===== config.mk =====
export PLATFORM = sky130hd
export DESIGN_NAME = fetch_stage
export DESIGN_NICKNAME = d
export VERILOG_FILES = /design/src/rtl/fetch_stage.sv
export SDC_FILE = /design/constraint.sdc
export NUM_CORES = 1
export LEC_CHECK = 0
export ABC_CLOCK_PERIOD_IN_PS = 4700
export CAP_MARGIN = 20
export CORE_ASPECT_RATIO = 0.8
export CORE_MARGIN = 2
export CORE_UTILIZATION = 30
export CTS_BUF_LIST = sky130_fd_sc_hd__clkbuf_2 sky130_fd_sc_hd__clkbuf_4 sky130_fd_sc_hd__clkbuf_8
export CTS_CLUSTER_DIAMETER = 100
export DETAILED_ROUTE_END_ITERATION = 6
export HOLD_SLACK_MARGIN = 0.12
export REMOVE_ABC_BUFFERS = 1
export SYNTH_ARGS = -nofsm -noshare
export SYNTH_HDL_FRONTEND = slang
export SYNTH_SLANG_ARGS = --single-unit

===== constraint.sdc =====
create_clock -name clk -period 4.7 [get_ports clk]
set_clock_uncertainty 0.05 [all_clocks]
set_input_delay 0.94 -clock clk [delete_from_list [all_inputs] [get_ports clk]]
set_output_delay 0.94 -clock clk [all_outputs]
set_load 0.005 [all_outputs]

===== src/rtl/fetch_stage.sv =====
// Instruction fetch stage: PC sequencing, IF/ID register and run/halt control.
// Program end is a zero instruction word; misaligned redirects halt fetch.
module fetch_stage #(
    parameter logic [63:0] RESET_PC = 64'h0,
    parameter int unsigned PC_STEP  = 4
) (
    input  logic        clk,
    input  logic        rst,
    input  logic        stall,
    input  logic        redirect,
    input  logic [63:0] redirect_target,
    input  logic [31:0] inst_in,
    output logic [63:0] pc_out,
    output logic [63:0] if_id_pc,
    output logic [31:0] if_id_inst,
    output logic        if_id_valid,
    output logic        halted,
    output logic        misalign_err,
    output logic [31:0] fetch_count
);

    localparam logic [1:0] START = 2'd0;
    localparam logic [1:0] RUN   = 2'd1;
    localparam logic [1:0] HALT  = 2'd2;

    logic [1:0] state;
    logic       aligned;

    assign aligned = (redirect_target[1:0] == 2'b00);
    assign halted  = (state == HALT);

    always_ff @(posedge clk) begin
        if (rst) begin
            state        <= START;
            pc_out       <= RESET_PC;
            if_id_pc     <= 64'h0;
            if_id_inst   <= 32'h0;
            if_id_valid  <= 1'b0;
            misalign_err <= 1'b0;
            fetch_count  <= 32'h0;
        end else begin
            case (state)
                START: begin
                    if_id_valid <= 1'b0;
                    state       <= RUN;
                end
                RUN: begin
                    // redirect outranks stall so a taken branch is never lost
                    if (redirect && aligned) begin
                        pc_out      <= redirect_target;
                        if_id_valid <= 1'b0;
                    end else if (redirect) begin
                        if_id_valid  <= 1'b0;
                        misalign_err <= 1'b1;
                        state        <= HALT;
                    end else if (stall) begin
                        state <= RUN;
                    end else if (inst_in == 32'h0) begin
                        if_id_valid <= 1'b0;
                        state       <= HALT;
                    end else begin
                        if_id_pc    <= pc_out;
                        if_id_inst  <= inst_in;
                        if_id_valid <= 1'b1;
                        pc_out      <= pc_out + 64'(PC_STEP);
                        fetch_count <= fetch_count + 32'd1;
                    end
                end
                HALT: begin
                    if_id_valid <= 1'b0;
                    if (redirect && aligned) begin
                        pc_out <= redirect_target;
                        state  <= RUN;
                    end
                end
                default: begin
                    if_id_valid <= 1'b0;
                    state       <= START;
                end
            endcase
        end
    end

endmodule


[Yosys cells after proc, flatten, opt, wreduce, memory -nomap -nowiden]
Index checks and enable logic that the tools add are counted.
Storage, ports and cells
  register bits: 196
  bits in latches: 0
  RAM bits: 0
  memory bits (read-only): 0
  output and inout bits: 195
  memories: 0
Operators by class
  add/subtract/negate cells: 2
  multipliers: 0
  divide/modulo/power cells: 0
  magnitude comparators: 0
  equality and inequality tests: 8
  shift operators: 0
  muxes and demuxes: 13
  bitwise operators: 5
  reductions and logical operators: 10
Operator list (number)
  64-bit two-way mux: 5
  64-bit case mux with 2 select lines: 1
  64-bit by 3-bit adder with 64-bit output (second input constant): 1
  32-bit by 1-bit adder with 32-bit output (second input constant): 1
  32-bit zero test: 1
  2-bit two-way mux: 5
  5-bit AND reduction: 2
  3-bit inequality test (second input constant): 3
  2-bit case mux with 3 select lines: 1
  3-bit AND reduction: 2
  1-bit inverter: 5
  2-bit zero test: 2
  4-bit inequality test (second input constant): 1
  4-bit OR reduction: 1
  2-bit by 1-bit == test with 1-bit output (second input constant): 1
  2-bit == test (second input constant): 1
  2-bit by 1-bit inequality test with 1-bit output (second input constant): 1
  2-bit inequality test (second input constant): 1
  2-bit nonzero test: 1
  1-bit logical AND: 1
  1-bit two-way mux: 1

[Longest topological paths before layout]
Gate-level depths: netlist of run 1.
  depth in word-level cells: 6
  depth in mapped cells: 10
  depth with buffers taken out: 7

[Worst setup path after synthesis of run 1]
Ideal clock, no wire load.
  path type: input to register
  start: input inst_in[13]
  end: register pc_out[14]
  setup time: 0.086 ns
  arrival time: 2.722 ns
  required time: 4.564 ns
  setup slack: 1.842 ns
  stages: 9
  path buffers: 4
  cells stage by stage: nor4_1 > nand4_1 > o21a_1 > clkbuf_1 > or2_2 > clkbuf_1 > buf_2 > buf_2 > a211oi_1
On the way
  word-level cells in the longest chain between the ends: 3
Ends and longest elaborated chain
  start, declared: line 12  | input logic [31:0] inst_in,
  32-bit zero test: line 58  | end else if (inst_in == 32'h0) begin
  3-bit inequality test (no source line)
  5-bit AND reduction (no source line)
  end signal, assigned: line 50  | pc_out <= redirect_target;
  end signal, assigned: line 65  | pc_out <= pc_out + 64'(PC_STEP);
  end signal, assigned: line 72  | pc_out <= redirect_target;
  end, declared: line 13  | output logic [63:0] pc_out,
Every way passes these cells.
A chain may end at the register's enable or synchronous reset.

[Final worst setup path of run 1]
  start: input inst_in[4]
  end: register pc_out[22]
Same word-level chain as after synthesis.

==> flow_summary.toml, run 1 <==
[synthesis]
async_flop_share_pct = 0
ys_types = 70
synth-seq-cells = 196
seq_area_frac_synth_pct = 42.6
synth_edf_count = 0
avgSynthCellArea_um2 = 7.63
yosysTopAreaCell = "dfxtp_1"
synth_area_leaders = "dfxtp_1 43%, nand2_1 12%, a21oi_1 8.5%, nor2_1 3.0%, o21ai_0 2.9%"
synth-main-ff-cell = "dfxtp_1"
yosysWarnings = 0
syn_area_um2 = 9210
synth_top_cell_area_share_pct = 42.6
syn_inst = 1207

[global_routing]
grt-ovfl-total = 0
grt_pass1_vias = 9006
grt.total_usage_pct = 20.3
antenna_found_initial = 1
grt_max_degree = 97
grt_pass1_wl_mm = 51.3

[clock_network]
cts_root_buf = "clkbuf_8"
holdBufCountCts = 0
path_clk_slew_ps = 110
cts.path.max_buffers = 2
cts.sinks = 196
cts-resized-gates = 0
cts_made_buffers = 17
clkLatencyLatePin_ps = 490
tritoncts = "yes"
htree_levels = 4
postCtsSetupBuffers = 0

[floorplanning]
die-height_um = 161
pin_count = 295
core_area_um2 = 30300
die_x_um = 200
dieArea_um2 = 32100
fp-row-count = 57
start_util_pct = 30.4

[critical_path]
worstSetupStartpoint = "inst_in[4]"
r2r-start = "state[1]$_SDFFE_PP0P_"
worstPathArrival_ps = 3940
r2r_end = "fetch_count[7]$_SDFFE_PP0P_"
rr_worst_depth = 7
endpoint = "pc_out[22]$_SDFFE_PP0P_"
crit_path_max_fanout = 33
cp.required_ps = 4980
r2r_slack_ps = 1720
start_kind = "input pin"
crit_type = "input pin to register"
endpoint_kind = "register"

[detailed_routing]
dr.pass1.iters = 5
drc = 0
vias_per_cell = 5.17
ant_nets = 0
vias = 9690
drt-total-wl_mm = 33.1
wire_per_inst_um = 17.7
drt_iter0_markers = 634

[timing]
finalMaxSlewViolations = 0
finalHoldViolCount = 0
post-route-period-util_pct = 77.9
relSlewSlack_pct = 27.3
min_period_ps = 3660
whs_ps = 408
setup_viol = 0
rsz0062_at_grt = "no"
max_freq_mhz = 273
tightestPinTransition_ps = 1090

[pwr]
p_sw_share_pct = 28.8
clock_power_share_pct = 34.4
power.share.sequential_pct = 52.5
p_int_uw = 2350
p_per_area_nw_per_um2 = 256
p_leak_uw = 0.00402
peakVddDrop_uv = 155
p_comb_share_pct = 13.1
switching_power_uw = 951

[outcome]
status = "complete, no violations"

[run]
drv_cap = 0

[placed_design]
gp_congestion = 0.816
dp.cells = 1844
hpwl_mm = 23.3
numPortBuffers = 294

[layout]
insertedDiodeCount = 0
syn2layout_area_growth_pct = 39.9
fin_nets = 1552
finalNonFillerCells = 1876
drive_gt1_share_pct = 5.19

[worst_hold_path]
hp-class = "register to register"
## metrics by stage
| stage | setup slack (ps) | total power, uW | utilization (%) | setup TNS (ps) | area, um^2 |
|---|---|---|---|---|---|
| finish | 1040 | 3300 | 42.5 | 0 | 12900 |
| global route | 904 | 3470 | 42.5 | 0 | 12900 |
| CTS | 1080 | 3350 | 42.5 | 0 | 12900 |
| detailed placement | 551 | 2200 | 41.2 | 0 | 12500 |
| global placement | 477 | 2200 | 41.2 | 0 | 12500 |
| floorplan | -806 | 1930 | - | -28670 | 8840 |
## layer usage
metal	vias to the layer above	part of all wire, %	GRT usage, %
li1	4753	-	-
met1	4619	47	28.5
met5	-	0	0
met3	15	7.3	5.10
met4	0	0.89	4.51
met2	303	45	31.3
## layout by cell type, fill, tap and decap left out, types with 4 or more instances in the layout
cell type / instances
nand2_1: 291
o2bb2ai_1: 4
nor4_1: 23
a211oi_1: 6
a21o_1: 5
clkbuf_8: 18
a31oi_1: 11
nand4_1: 28
and4_1: 13
clkdlybuf4s50_1: 293
dfxtp_1: 196
nand3_1: 39
a22o_1: 5
a21oi_1: 156
or4_1: 4
buf_12: 4
or3_1: 11
o21ai_0: 54
nor3b_1: 5
a32o_1: 9
o21a_1: 5
and2_1: 17
o22ai_1: 5
o31ai_1: 26
xor2_1: 13
inv_6: 4
nor3_1: 22
and3_1: 12
a22oi_1: 7
or2_2: 4
xnor2_1: 10
buf_4: 12
nor2_1: 71
inv_1: 13
## power groups by stage
stage	registers, uW	logic (uW)	clock network (uW)
after detailed placement	1770	431	0
final	1730	431	1130
after floorplan	1760	166	0
after global routing	1740	470	1260
after global placement	1770	426	0
after CTS	1730	433	1180
## kinds of logic (layout without fill, tap and decap cells)
group | after synthesis | after routing | share of synthesized area, %
compound gates | 320 | 320 | 20.9
simple gates | 566 | 566 | 29.4
flops | 196 | 196 | 42.6
buf+inv | 100 | 356 | 4.66
fa+ha+maj | 2 | 2 | 0.272
xor+xnor | 23 | 23 | 2.19
## worst max-delay path: stages
cell	delay, ps
clkdlybuf4s50_1	420
nor4_1	360
nand4_1	490
o21a_4	540
or2_2	620
buf_12	270
a22oi_1	190
nor2_1	60
## cells in the mapped netlist, drive strengths merged (12+ instances only)
cell / n
xor2: 13
nor2: 73
buf: 21
dfxtp: 196
clkbuf: 65
nor3: 23
and3: 12
o21ai: 55
nand2: 291
o31ai: 26
a21oi: 156
inv: 13
and2: 18
nand4: 30
nand3: 42
and4: 14
or3: 13
nor4: 26
## sequential cells by signal, indices dropped and copies added (netlist names)
name / cells
if_id_valid: 1
misalign_err: 1
pc_out: 64
fetch_count: 32
if_id_pc: 64
state: 2
if_id_inst: 32
## worst min-delay path by stage
stage / from / to / slack (ps) / depth (start not counted)
2_1_floorplan: misalign_err$_SDFFE_PP0P_ / misalign_err$_SDFFE_PP0P_ / 390 / 2
3_3_place_gp: if_id_pc[10]$_SDFFE_PP0P_ / if_id_pc[10]$_SDFFE_PP0P_ / 390 / 2
3_5_place_dp: if_id_pc[50]$_SDFFE_PP0P_ / if_id_pc[50]$_SDFFE_PP0P_ / 400 / 2
4_1_cts: if_id_inst[21]$_SDFFE_PP0P_ / if_id_inst[21]$_SDFFE_PP0P_ / 410 / 2
5_1_grt: if_id_inst[21]$_SDFFE_PP0P_ / if_id_inst[21]$_SDFFE_PP0P_ / 430 / 2
6_report: if_id_inst[21]$_SDFFE_PP0P_ / if_id_inst[21]$_SDFFE_PP0P_ / 410 / 2
## cell type report
cell class,count,area [um^2]
clock buffers,18,248
flip-flops and latches,196,3920
multi-input cells,911,4890
inverters,14,52.6
fillers,3060,17400
clock inverters,14,143
repair buffers,310,3110
well taps,413,517
Note: power is estimated with default switching activity, not from simulation.
==> inputs of run 2 (changes only) <==
--- a/config.mk
+++ b/config.mk
@@ -5,7 +5,7 @@
 export SDC_FILE = /design/constraint.sdc
 export NUM_CORES = 1
 export LEC_CHECK = 0
-export ABC_CLOCK_PERIOD_IN_PS = 4700
+export ABC_CLOCK_PERIOD_IN_PS = 3300
 export CAP_MARGIN = 20
 export CORE_ASPECT_RATIO = 0.8
 export CORE_MARGIN = 2
==> constraint.sdc (replaced) <==
create_clock -name clk -period 3.3 [get_ports clk]
set_clock_uncertainty 0.05 [all_clocks]
set_input_delay 0.66 -clock clk [delete_from_list [all_inputs] [get_ports clk]]
set_output_delay 0.66 -clock clk [all_outputs]
set_load 0.005 [all_outputs]
==> run 2 against run 1 <==
Net effect: die area stayed put; core utilization is 0.71 points higher; global-route usage grew 0.074 points; combinational power rose by 49%; critical endpoint is now pc_out[53]$_SDFFE_PP0P_; power increased by 43%; setup slack lost 580 ps.
==> flow_summary.toml, run 2 (synthesis gave the netlist of run 1 again) <==
[outcome]
status = "complete, no violations"

[detailed_routing]
drt_iter0_markers = 627
vias_per_cell = 5.14
ant_nets = 0
drt-total-wl_mm = 33.4
drc = 0
dr.pass1.iters = 5
vias = 9773
wire_per_inst_um = 17.6

[critical_path]
critical_path_buf_inv_count = 0
endpoint_kind = "register"
worstPathArrival_ps = 3170
critical_path.cell_chain = "nand3_2 -> nor4_2 -> nand3_1 -> nor4_1 -> o21ai_0 -> a32o_1"
cp.depth = 6
worstSetupStartpoint = "pc_out[5]$_SDFFE_PP0P_"
crit_type = "register to register"
cp.required_ps = 3630
rr_worst_depth = 6
r2r-start = "pc_out[5]$_SDFFE_PP0P_"
r2r_end = "pc_out[53]$_SDFFE_PP0P_"
r2r_slack_ps = 460
start_kind = "register"
crit_path_max_fanout = 7
slowest_stage = "nor4_2"
cp_top_family = "simple AND/OR/NAND/NOR gates"
endpoint = "pc_out[53]$_SDFFE_PP0P_"
max_stage_delay_ps = 610

[clock_network]
cts.sinks = 196
clkLatencyLatePin_ps = 490
holdBufCountCts = 0
tritoncts = "yes"
path_clk_slew_ps = 110
cts.path.max_buffers = 2
postCtsSetupBuffers = 0
cts-resized-gates = 0
htree_levels = 4
cts_made_buffers = 17
cts_root_buf = "clkbuf_8"

[global_routing]
grt.total_usage_pct = 20.4
grt-ovfl-total = 0
antenna_found_initial = 3
grt_pass1_wl_mm = 52.0
grt_pass1_vias = 9217
grt_max_degree = 130

[floorplanning]
pin_count = 295
dieArea_um2 = 32100
core_area_um2 = 30300
fp-row-count = 57
start_util_pct = 30.4
die_x_um = 200
die-height_um = 161

[layout]
final_cell_mix = "293 x clkdlybuf4s50_1, 291 x nand2_1, 196 x dfxtp_1, 156 x a21oi_1, 71 x nor2_1"
mostFrequentLayoutCell = "clkdlybuf4s50_1"
reg_top3 = "if_id_pc (64), pc_out (64)"
finalNonFillerCells = 1902
fin_util_pct = 43.2
fin_nets = 1575
drive_gt1_share_pct = 6.66
syn2layout_area_growth_pct = 42.3

[placed_design]
numPortBuffers = 294
dp.cells = 1867
hpwl_mm = 23.5
gp_congestion = 0.840

[timing]
relSlewSlack_pct = 41.4
max_freq_mhz = 352
tightestPinTransition_ps = 871
min_period_ps = 2840
setup_viol = 0
finalMaxSlewViolations = 0
post-route-period-util_pct = 86.0
rsz0062_at_grt = "no"
finalHoldViolCount = 0

[pwr]
p_total_uw = 4710
peakVddDrop_uv = 230
p_per_area_nw_per_um2 = 359
p_leak_uw = 0.00415

[worst_hold_path]
hp-class = "register to register"

[run]
drv_cap = 0
## run 2: per-stage QoR
step	area [um^2]	hold WS [ps]	worst slack, ps	setup TNS (ps)
2_1_floorplan	8840	386	-1930	-124600
3_3_place_gp	12700	388	68.4	0
3_5_place_dp	12700	396	5.96	0
4_1_cts	13100	411	531	0
5_1_grt	13100	420	272	0
6_report	13100	407	463	0
## run 2: worst min-delay path by stage
stage	from	to	slack [ps]	depth (start not counted)
after floorplan	misalign_err$_SDFFE_PP0P_	misalign_err$_SDFFE_PP0P_	390	2
after global placement	misalign_err$_SDFFE_PP0P_	misalign_err$_SDFFE_PP0P_	390	2
after detailed placement	if_id_inst[22]$_SDFFE_PP0P_	if_id_inst[22]$_SDFFE_PP0P_	400	2
after CTS	if_id_inst[22]$_SDFFE_PP0P_	if_id_inst[22]$_SDFFE_PP0P_	410	2
after global routing	if_id_pc[11]$_SDFFE_PP0P_	if_id_pc[11]$_SDFFE_PP0P_	420	2
final	if_id_inst[22]$_SDFFE_PP0P_	if_id_inst[22]$_SDFFE_PP0P_	410	2
## run 2: tightest hold or removal path, stage by stage (launching register included)
cell	delay, ps
dfxtp_1	320
nand2_1	50
a21oi_1	50
## run 2: cell type report
cell class                 instances  area (um^2)
antenna                            3         7.51
clock buffer                      20          269
clock inverter                    12          120
fill                            3083        17200
inverter                          14         52.6
multi-input combinational        911         4890
sequential                       196         3920
tap                              413          517
timing repair buffer             333         3320
## run 2: report_power, final
part,internal (uW),switching [uW]
registers,2410,55.5
logic,308,333
clock network,660,943
total,3380,1330
## run 2: routing by layer
metal | vias to the layer above | GRT usage [%] | routed length [um]
li1 | 4808 | - | -
met1 | 4649 | 29.2 | 16100
met2 | 292 | 30.5 | 14800
met3 | 24 | 4.81 | 2050
met4 | 0 | 5.52 | 485
met5 | - | 0 | 0
==> inputs of run 3 (changes only) <==
--- a/config.mk
+++ b/config.mk
@@ -5,7 +5,7 @@
 export SDC_FILE = /design/constraint.sdc
 export NUM_CORES = 1
 export LEC_CHECK = 0
-export ABC_CLOCK_PERIOD_IN_PS = 3300
+export ABC_CLOCK_PERIOD_IN_PS = 2900
 export CAP_MARGIN = 20
 export CORE_ASPECT_RATIO = 0.8
 export CORE_MARGIN = 2
==> constraint.sdc (replaced) <==
create_clock -name clk -period 2.9 [get_ports clk]
set_clock_uncertainty 0.05 [all_clocks]
set_input_delay 0.58 -clock clk [delete_from_list [all_inputs] [get_ports clk]]
set_output_delay 0.58 -clock clk [all_outputs]
set_load 0.005 [all_outputs]
==> run 3 against run 2 <==
Net effect: critical path depth grew 3; non-clock buffer count grew 33; setup slack lost 160 ps; first-iteration DRC count grew 6.9%; global-route usage is essentially flat; flip-flop and latch count is the same; largest power group unchanged; power grew 14%; design area grew 1.9%; die area is the same; sequential power grew 14%; worst hold slack lost 120 ps.
==> flow_summary.toml, run 3 (synthesis gave the netlist of run 1 again) <==
[clock_network]
holdBufCountCts = 0
cts_root_buf = "clkbuf_8"
cts-resized-gates = 0
cts.sinks = 196
cts.path.max_buffers = 2
tritoncts = "yes"
cts_made_buffers = 17
htree_levels = 4
path_clk_slew_ps = 120
clkLatencyLatePin_ps = 490
postCtsSetupBuffers = 0

[critical_path]
crit_type = "input pin to register"
r2r_end = "pc_out[62]$_SDFFE_PP0P_"
endpoint_kind = "register"
crit_path_max_fanout = 35
slowest_stage = "clkdlybuf4s50_1"
max_stage_delay_ps = 480
r2r_slack_ps = 320
cp.depth = 9
rr_worst_depth = 7
critical_path.cell_chain = "clkdlybuf4s50_1 -> nor4b_1 -> buf_4 -> o21a_4 -> buf_4 -> buf_4 -> o2bb2ai_1 -> a22oi_1 -> nor2_1"
cp.required_ps = 3200
path_common_cell = "buf_4"
worstPathArrival_ps = 2900
start_kind = "input pin"
cp_top_family = "buffers and inverters"
endpoint = "pc_out[23]$_SDFFE_PP0P_"
r2r-start = "pc_out[2]$_SDFFE_PP0P_"
critical_path_buf_inv_count = 4
worstSetupStartpoint = "redirect"

[layout]
reg_top3 = "if_id_pc (64), pc_out (64)"
n_fill_cell = 3015
fin_nets = 1608
drive_gt1_share_pct = 8.69
final_cell_mix = "293 x clkdlybuf4s50_1, 291 x nand2_1, 196 x dfxtp_1, 156 x a21oi_1, 71 x nor2_1"
syn2layout_area_growth_pct = 45.0
fin_util_pct = 44.1
finalNonFillerCells = 1933
mostFrequentLayoutCell = "clkdlybuf4s50_1"

[timing]
tightestPinTransition_ps = 750
finalHoldViolCount = 0
whs_ps = 288
finalMaxSlewViolations = 0
layout_setup_ws_ps = 303
post-route-period-util_pct = 89.6
max_freq_mhz = 385
min_period_ps = 2600
setup_viol = 0
rsz0062_at_grt = "no"
relSlewSlack_pct = 49.8

[detailed_routing]
wire_per_inst_um = 17.3
ant_nets = 0
dr.pass1.iters = 5
drc = 0
drt_iter0_markers = 670
vias_per_cell = 5.16
drt-total-wl_mm = 33.5
vias = 9982

[global_routing]
antenna_found_initial = 1
grt.total_usage_pct = 20.4
grt_pass1_wl_mm = 51.8
grt_max_degree = 132
grt_pass1_vias = 9321
grt-ovfl-total = 0

[floorplanning]
fp-row-count = 57
die-height_um = 161
die_x_um = 200
start_util_pct = 30.4
core_area_um2 = 30300
pin_count = 295
dieArea_um2 = 32100

[placed_design]
dp.cells = 1900
hpwl_mm = 24.4
numPortBuffers = 294
dp_slack_ps = -198
gp_congestion = 0.865

[pwr]
peakVddDrop_uv = 271
p_per_area_nw_per_um2 = 401
p_leak_uw = 0.00433

[outcome]
status = "complete, no violations"

[worst_hold_path]
hp-class = "input pin to register"

[run]
drv_cap = 0
-- run 3: changes by cell type in the layout (fill, tap and decap cells not counted), moves of 2 or more --
cell        delta
clkinv_2       +3
buf_4         +31
diode_2        -2
clkinv_4       +2
buf_12         +2
clkinvlp_4     -3
-- run 3: worst min-delay path by stage --
stage	slack [ps]	depth (start not counted)	end	start
floorplan	390	2	misalign_err$_SDFFE_PP0P_	misalign_err$_SDFFE_PP0P_
global placement	390	2	misalign_err$_SDFFE_PP0P_	misalign_err$_SDFFE_PP0P_
detailed placement	400	2	if_id_pc[24]$_SDFFE_PP0P_	if_id_pc[24]$_SDFFE_PP0P_
CTS	250	2	pc_out[33]$_SDFFE_PP0P_	rst
global route	260	2	pc_out[31]$_SDFFE_PP0P_	rst
finish	290	2	pc_out[33]$_SDFFE_PP0P_	rst
-- run 3: area by class of cell --
cell class	count	area, um^2	share of cell area, %
Antenna cell	1	2.50	0.0187
Clock buffer	18	248	1.85
Clock inverter	14	128	0.955
Inverter	14	52.6	0.393
Multi-Input combinational cell	911	4890	36.6
Sequential cell	196	3920	29.4
Tap cell	413	517	3.87
Timing Repair Buffer	366	3600	26.9
-- run 3: layer usage --
layer	GRT usage [%]	share of wire (%)	vias up
li1	-	-	4875
met1	28.8	47	4736
met2	31.0	44	348
met3	5.02	7.7	23
met4	5.12	1.2	0
met5	0	0	-
-- run 3: metrics by stage --
step	total power, uW	setup TNS (ps)	instance area, um^2
2_1_floorplan	3130	-178680	8840
3_3_place_gp	3610	-1740	13000
3_5_place_dp	3620	-2730	13000
4_1_cts	5430	0	13400
5_1_grt	5590	0	13400
6_report	5360	0	13400
-- run 3: power by group --
part / leakage, uW / internal (uW) / switching (uW)
logic: 0.00256 / 372 / 390
registers: 0.00158 / 2740 / 55.3
clock network: 0.000194 / 713 / 1090
